`config.mk`:
```
export PLATFORM = sky130hd
export DESIGN_NAME = segment_animator_flat
export DESIGN_NICKNAME = d
export VERILOG_FILES = /design/src/rtl/segment_animator_if.sv /design/src/rtl/segment_animator.sv /design/src/flat_wrapper.sv
export SDC_FILE = /design/constraint.sdc
export NUM_CORES = 1
export LEC_CHECK = 0
export ABC_AREA = 0
export CAP_MARGIN = 5
export CORE_ASPECT_RATIO = 1.4
export CORE_UTILIZATION = 40
export CTS_BUF_LIST = sky130_fd_sc_hd__clkbuf_8
export CTS_CLUSTER_DIAMETER = 30
export CTS_CLUSTER_SIZE = 20
export DETAILED_ROUTE_END_ITERATION = 12
export PLACE_DENSITY = 0.62
export SLEW_MARGIN = 10
export SYNTH_ARGS = -nofsm -noshare
export SYNTH_HDL_FRONTEND = slang
export SYNTH_SLANG_ARGS = --single-unit
```
`constraint.sdc`:
```
create_clock -name clk -period 2.6 [get_ports clk]
set_input_delay 0.78 -clock clk [delete_from_list [all_inputs] [get_ports clk]]
set_output_delay 0.78 -clock clk [all_outputs]
set_load 0.1 [all_outputs]
```
`src/rtl/segment_animator_if.sv`:
```
// Control and display bundle for the segment animator.
// The bench or system drives the master side; the animator is the slave.
interface segment_animator_if #(
    parameter int NUM_DIGITS = 4
);
    localparam int POS_W = (NUM_DIGITS > 1) ? $clog2(NUM_DIGITS) : 1;

    logic                    enable;
    logic                    restart;
    logic [1:0]              mode;
    logic [8*NUM_DIGITS-1:0] seg_n;
    logic [POS_W-1:0]        pos;
    logic                    frame_stb;
    logic                    cycle_done;

    modport master (
        output enable, restart, mode,
        input  seg_n, pos, frame_stb, cycle_done
    );

    modport slave (
        input  enable, restart, mode,
        output seg_n, pos, frame_stb, cycle_done
    );
endinterface

```
`src/rtl/segment_animator.sv`:
```
// Self-running 7-segment liveness animation: chase, bounce and mirror
// modes with tick/dwell frame timing and an optional blank gap.
module segment_animator #(
    parameter int         NUM_DIGITS = 4,
    parameter int         TICK_DIV   = 1389000,
    parameter int         DWELL      = 4,
    parameter int         GAP_FRAMES = 2,
    parameter logic [7:0] PAT_A      = 8'b1100_1111,
    parameter logic [7:0] PAT_B      = 8'b1111_1001
) (
    input logic               clk,
    input logic               reset,
    segment_animator_if.slave bus
);
    localparam int POS_W   = (NUM_DIGITS > 1) ? $clog2(NUM_DIGITS) : 1;
    localparam int TICK_W  = (TICK_DIV > 1) ? $clog2(TICK_DIV) : 1;
    localparam int DWELL_W = (DWELL > 1) ? $clog2(DWELL) : 1;
    localparam int GAP_W   = 8;
    localparam int SEG_W   = 8 * NUM_DIGITS;

    localparam logic [TICK_W-1:0]  TICK_MAX  = TICK_W'(TICK_DIV - 1);
    localparam logic [DWELL_W-1:0] DWELL_MAX = DWELL_W'(DWELL - 1);
    localparam logic [POS_W-1:0]   POS_MAX   = POS_W'(NUM_DIGITS - 1);
    localparam logic [POS_W-1:0]   POS_PEN   = POS_W'(NUM_DIGITS - 2);
    localparam logic [GAP_W-1:0]   GAP_MAX   =
        GAP_W'((GAP_FRAMES > 0) ? GAP_FRAMES - 1 : 0);

    typedef enum logic [1:0] {
        S_IDLE = 2'd0,
        S_RUN  = 2'd1,
        S_GAP  = 2'd2
    } state_t;

    state_t             r_state;
    logic [TICK_W-1:0]  r_tick;
    logic [DWELL_W-1:0] r_dwell;
    logic [POS_W-1:0]   r_pos;
    logic               r_dir;
    logic [1:0]         r_mode;
    logic [GAP_W-1:0]   r_gap;
    logic [SEG_W-1:0]   r_seg;
    logic               r_stb;
    logic               r_done;

    state_t             w_state_nxt;
    logic [TICK_W-1:0]  w_tick_nxt;
    logic [DWELL_W-1:0] w_dwell_nxt;
    logic [POS_W-1:0]   w_pos_nxt;
    logic               w_dir_nxt;
    logic [1:0]         w_mode_nxt;
    logic [GAP_W-1:0]   w_gap_nxt;
    logic [SEG_W-1:0]   w_seg_nxt;
    logic               w_stb_nxt;
    logic               w_done_nxt;

    logic               w_tick;
    logic               w_fa;
    logic               w_enter;
    logic               w_end;
    logic               w_bounce;
    logic [7:0]         w_glyph;

    assign w_tick   = (r_tick == TICK_MAX);
    assign w_fa     = w_tick && (r_dwell == DWELL_MAX);
    assign w_bounce = (r_mode == 2'd1);

    always_comb begin
        w_state_nxt = r_state;
        w_tick_nxt  = r_tick;
        w_dwell_nxt = r_dwell;
        w_pos_nxt   = r_pos;
        w_dir_nxt   = r_dir;
        w_mode_nxt  = r_mode;
        w_gap_nxt   = r_gap;
        w_stb_nxt   = 1'b0;
        w_done_nxt  = 1'b0;
        w_enter     = 1'b0;
        w_end       = 1'b0;

        if (bus.restart) begin
            w_enter = 1'b1;
        end else if (bus.enable) begin
            unique case (r_state)
                S_IDLE: w_enter = 1'b1;
                S_RUN, S_GAP: begin
                    w_tick_nxt = w_tick ? '0 : r_tick + 1'b1;
                    if (w_tick)
                        w_dwell_nxt = w_fa ? '0 : r_dwell + 1'b1;
                    if (w_fa) begin
                        w_stb_nxt = 1'b1;
                        if (r_state == S_RUN) begin
                            if (w_bounce && r_dir) begin
                                if (r_pos == POS_W'(1))
                                    w_end = 1'b1;
                                else
                                    w_pos_nxt = r_pos - 1'b1;
                            end else if (w_bounce) begin
                                w_pos_nxt = r_pos + 1'b1;
                                if (r_pos == POS_PEN)
                                    w_dir_nxt = 1'b1;
                            end else if (r_pos == POS_MAX) begin
                                w_end = 1'b1;
                            end else begin
                                w_pos_nxt = r_pos + 1'b1;
                            end
                        end else if (r_gap == GAP_MAX) begin
                            w_enter = 1'b1;
                        end else begin
                            w_gap_nxt = r_gap + 1'b1;
                        end
                    end
                end
                default: w_state_nxt = S_IDLE;
            endcase
        end

        if (w_end) begin
            w_done_nxt = 1'b1;
            if (GAP_FRAMES > 0) begin
                w_state_nxt = S_GAP;
                w_gap_nxt   = '0;
                w_pos_nxt   = '0;
                w_dir_nxt   = 1'b0;
            end else begin
                w_enter = 1'b1;
            end
        end

        // Every entry into RUN restarts timing and picks up the new mode.
        if (w_enter) begin
            w_state_nxt = S_RUN;
            w_tick_nxt  = '0;
            w_dwell_nxt = '0;
            w_pos_nxt   = '0;
            w_dir_nxt   = 1'b0;
            w_gap_nxt   = '0;
            w_mode_nxt  = bus.mode;
            w_stb_nxt   = 1'b1;
        end
    end

    always_comb begin
        w_seg_nxt = '1;
        w_glyph   = 8'hFF;
        if (w_state_nxt == S_RUN) begin
            for (int k = 0; k < NUM_DIGITS; k++) begin
                w_glyph = 8'hFF;
                if (POS_W'(k) == w_pos_nxt)
                    w_glyph = w_glyph & PAT_A;
                if ((w_mode_nxt == 2'd2) &&
                    (POS_W'(NUM_DIGITS - 1 - k) == w_pos_nxt))
                    w_glyph = w_glyph & PAT_B;
                w_seg_nxt[8*k +: 8] = w_glyph;
            end
        end
    end

    always_ff @(posedge clk) begin
        if (reset) begin
            r_state <= S_IDLE;
            r_tick  <= '0;
            r_dwell <= '0;
            r_pos   <= '0;
            r_dir   <= 1'b0;
            r_mode  <= 2'd0;
            r_gap   <= '0;
            r_seg   <= '1;
            r_stb   <= 1'b0;
            r_done  <= 1'b0;
        end else begin
            r_state <= w_state_nxt;
            r_tick  <= w_tick_nxt;
            r_dwell <= w_dwell_nxt;
            r_pos   <= w_pos_nxt;
            r_dir   <= w_dir_nxt;
            r_mode  <= w_mode_nxt;
            r_gap   <= w_gap_nxt;
            r_seg   <= w_seg_nxt;
            r_stb   <= w_stb_nxt;
            r_done  <= w_done_nxt;
        end
    end

    assign bus.seg_n      = r_seg;
    assign bus.pos        = r_pos;
    assign bus.frame_stb  = r_stb;
    assign bus.cycle_done = r_done;
endmodule

```
`src/flat_wrapper.sv`:
```
// flat-port wrapper written by rule: the top's interface ports become plain ports
module segment_animator_flat 
#(
    parameter int         NUM_DIGITS = 4,
    parameter int         TICK_DIV   = 1389000,
    parameter int         DWELL      = 4,
    parameter int         GAP_FRAMES = 2,
    parameter logic [7:0] PAT_A      = 8'b1100_1111,
    parameter logic [7:0] PAT_B      = 8'b1111_1001
)
  (clk, reset, bus_enable, bus_restart, bus_mode, bus_seg_n, bus_pos, bus_frame_stb, bus_cycle_done);
  segment_animator_if #(.NUM_DIGITS(NUM_DIGITS)) bus_i ();
  input logic clk;
  input logic reset;
  input wire logic [$bits(bus_i.enable)-1:0] bus_enable;
  input wire logic [$bits(bus_i.restart)-1:0] bus_restart;
  input wire logic [$bits(bus_i.mode)-1:0] bus_mode;
  output wire logic [$bits(bus_i.seg_n)-1:0] bus_seg_n;
  output wire logic [$bits(bus_i.pos)-1:0] bus_pos;
  output wire logic [$bits(bus_i.frame_stb)-1:0] bus_frame_stb;
  output wire logic [$bits(bus_i.cycle_done)-1:0] bus_cycle_done;
  assign bus_i.enable = bus_enable;
  assign bus_i.restart = bus_restart;
  assign bus_i.mode = bus_mode;
  assign bus_seg_n = bus_i.seg_n;
  assign bus_pos = bus_i.pos;
  assign bus_frame_stb = bus_i.frame_stb;
  assign bus_cycle_done = bus_i.cycle_done;
  segment_animator #(.NUM_DIGITS(NUM_DIGITS), .TICK_DIV(TICK_DIV), .DWELL(DWELL), .GAP_FRAMES(GAP_FRAMES), .PAT_A(PAT_A), .PAT_B(PAT_B)) u_core (.clk(clk), .reset(reset), .bus(bus_i));
endmodule
```
==> flow_summary.toml <==
[place]
io_buffers = 25
gp_congestion = 0.784
dp_hpwl_um = 4560

[worst_setup_path]
path_max_fanout = 8
crit_type = "input pin to flop"
crit_chain = "clkdlybuf4s50_1 > and3b_1 > and3_1 > and3_1 > mux2i_1 > nand4_1"
cp-end-kind = "flop"
cp.arrival_ns = 2.55
rrSetupSlack_ns = 0.42
critPathLaunch = "bus_enable"
cp_slowest_cell = "clkdlybuf4s50_1"
reg2reg_to = "u_core.r_gap[7]"
ff2ff_path_depth = 6
crit_required_ns = 2.77
startpoint_type = "input pin"
max_stage_delay_ns = 0.55
path_common_cell = "and3_1"
reg2reg_from = "u_core.r_tick[0]"

[yosys]
syn_area_per_cell_sq_um = 8.37
ys_types = 52
ys.flop_type = "dfxtp_1"
syn_area_sq_um = 2750
synth_edf_count = 0
ys_warn_count = 0
synth_async_sr_flop_share = 0
ys_seq_area_frac = 0.350
synth-seq-cells = 48
synthCells = 328

[hold_path]
hold_path_class = "flop to flop"
min_from = "u_core.r_tick[1]"
holdPathEnd = "u_core.r_tick[1]"
holdPathStages = 2

[clocking]
post-cts-setup-buffers = 0
insertion_delay_ns = 0.30
path_clk_slew_ns = 0.08
postCtsResizedCells = 0
cts.sinks = 48
cts_tree = "built"
numCtsBuffers = 5
cts_hold_buffers = 0
cts_buffer_depth = 2
cts_root_buf = "clkbuf_8"
htree_num_levels = 2

[sta]
hold_violations = 0
slew_viol_final = 0
fin_worst_skew_ns = 0.0123
rsz0062_at_grt = "no"
fmax_mhz = 421
finalCritPeriodShare = 0.914
fin_crit_ns = 2.38
tns_ns = 0
finalSetupViolations = 0

[routing]
firstDrtPassIters = 4
wl_per_cell_um = 12.6
postRouteAntennaNets = 0
drc = 0
wl_um = 5790
dr_total_vias = 2354
drt_iter0_drc = 85
via_per_inst = 5.12

[outcome]
status = "finished clean"

[power_and_ir_drop]
powerDensity_nw_per_um2 = 445
ir_drop_mv = 0.282
leakage_nw = 1.18

[layout]
diodes = 0
final_common_cell = "dfxtp_1"
syn2layout_area_growth_pct = 15.7
drive_gt1_frac = 0.163
n_fill_cell = 673
final_cell_mix = "48 x dfxtp_1, 42 x buf_4, 37 x nor2_1"
nets = 388
final_util = 0.480

[grt]
grt_pass1_vias = 2249
grtUsageTotal = 0.173
grt_pass1_wl_um = 9850
antenna_found_initial = 0
grt_overflow = 0
grt_max_degree = 20

[floorplan]
rows = 35
die_area_sq_um = 7200
core-area_sq_um = 6610
start_util = 0.415
fp.dieH_um = 100
io_pins = 42
die_width_um = 72.0

[job]
maxCapViolCount = 0
==> flip-flops by register name, indices dropped and copies added (netlist names) <==
register / count
u_core.r_dwell: 2
u_core.bus.pos: 2
u_core.r_tick: 21
u_core.r_gap: 8
u_core.bus.frame_stb: 1
u_core.r_mode: 2
u_core.r_dir: 1
u_core.r_state: 2
u_core.bus.seg_n: 8
u_core.bus.cycle_done: 1
==> worst max path at each step <==
stage                           end  slack (ns)  cells after the start
3_5_place_dp      u_core.r_tick[15]       -0.09                      6
5_1_grt        u_core.bus.seg_n[18]        0.05                      6
4_1_cts           u_core.r_tick[17]        0.24                      6
3_3_place_gp      u_core.r_tick[17]       -0.06                      6
6_report       u_core.bus.seg_n[10]        0.22                      6
2_1_floorplan  u_core.bus.seg_n[26]        0.15                      6
==> worst max-delay path: cells and delay by family <==
| kind | cells | cell delay [ns] |
|---|---|---|
| buf+inv | 1 | 0.55 |
| simple gates | 4 | 0.86 |
| mux | 1 | 0.36 |
==> cell families (layout without fill, tap and decap cells) <==
group                      after synthesis  count (layout)  share of synthesized area
buffers and inverters                   49              74                      0.100
and+or+nand+nor                        139             139                      0.279
muxes                                    7               7                     0.0260
AOI/OAI and AO/OA                       51              51                      0.119
DFF                                     48              48                      0.350
adders and majority gates               14              14                     0.0638
other                                    1              16                    0.00137
xor gates and xnor gates                19              19                     0.0606
==> per-stage QoR <==
step / cell area (sq um) / power, mW / hold slack, ns / cells / setup WS, ns
3_3_place_gp: 3100 / 1.02 / 0.459 / 453 / -0.0646
3_5_place_dp: 3100 / 1.02 / 0.463 / 453 / -0.0884
4_1_cts: 3180 / 1.43 / 0.473 / 460 / 0.237
5_1_grt: 3180 / 1.48 / 0.518 / 460 / 0.0457
6_report: 3180 / 1.41 / 0.470 / 460 / 0.223
2_1_floorplan: 2800 / 0.982 / 0.449 / 343 / 0.151
==> per-layer routing <==
metal | GRT usage | part of all wire | up-vias
met2 | 0.342 | 0.54 | 45
met5 | 0 | 0 | -
met4 | 0.0649 | 0.020 | 0
li1 | - | - | 1198
met3 | 0.0321 | 0.034 | 9
met1 | 0.176 | 0.41 | 1102
==> synth_stat cells (2+ instances only) <==
cell	n	share of area
nand2_1	22	0.030
nor2b_1	3	0.0068
nand4b_1	3	0.0096
a31o_2	3	0.0096
a21oi_1	21	0.038
nand2b_1	5	0.011
clkbuf_1	4	0.0055
xor2_1	2	0.0064
nor3_1	13	0.024
a41o_1	2	0.0073
and3_1	7	0.016
ha_1	14	0.064
o211ai_1	2	0.0055
and3b_1	2	0.0064
nor4b_1	4	0.013
nor4_1	2	0.0046
inv_1	19	0.026
nand4_1	14	0.032
buf_4	24	0.066
or4_4	2	0.0082
a21o_1	3	0.0082
a31oi_1	2	0.0046
mux2i_1	6	0.022
o21ai_0	7	0.013
nor2_1	37	0.051
and2_1	2	0.0046
and4_1	6	0.019
or3_1	2	0.0046
dfxtp_1	48	0.35
xnor2_1	17	0.054
nand3_1	9	0.016
==> area by class of cell <==
class	count	area, sq um	area share
clock buffers	5	68.8	0.0217
clock inverters	2	8.76	0.00276
inverters	19	71.3	0.0225
multi-input cells	246	1570	0.493
flip-flops and latches	48	961	0.303
well taps	92	115	0.0362
repair buffers	48	385	0.121
==> power breakdown <==
part | switching (mW) | leakage [nW] | internal [mW]
Combinational | 0.198 | 0.746 | 0.0550
Clock | 0.234 | 0.0452 | 0.179
Sequential | 0.00598 | 0.388 | 0.742
Note: power is estimated with default switching activity, not from simulation.
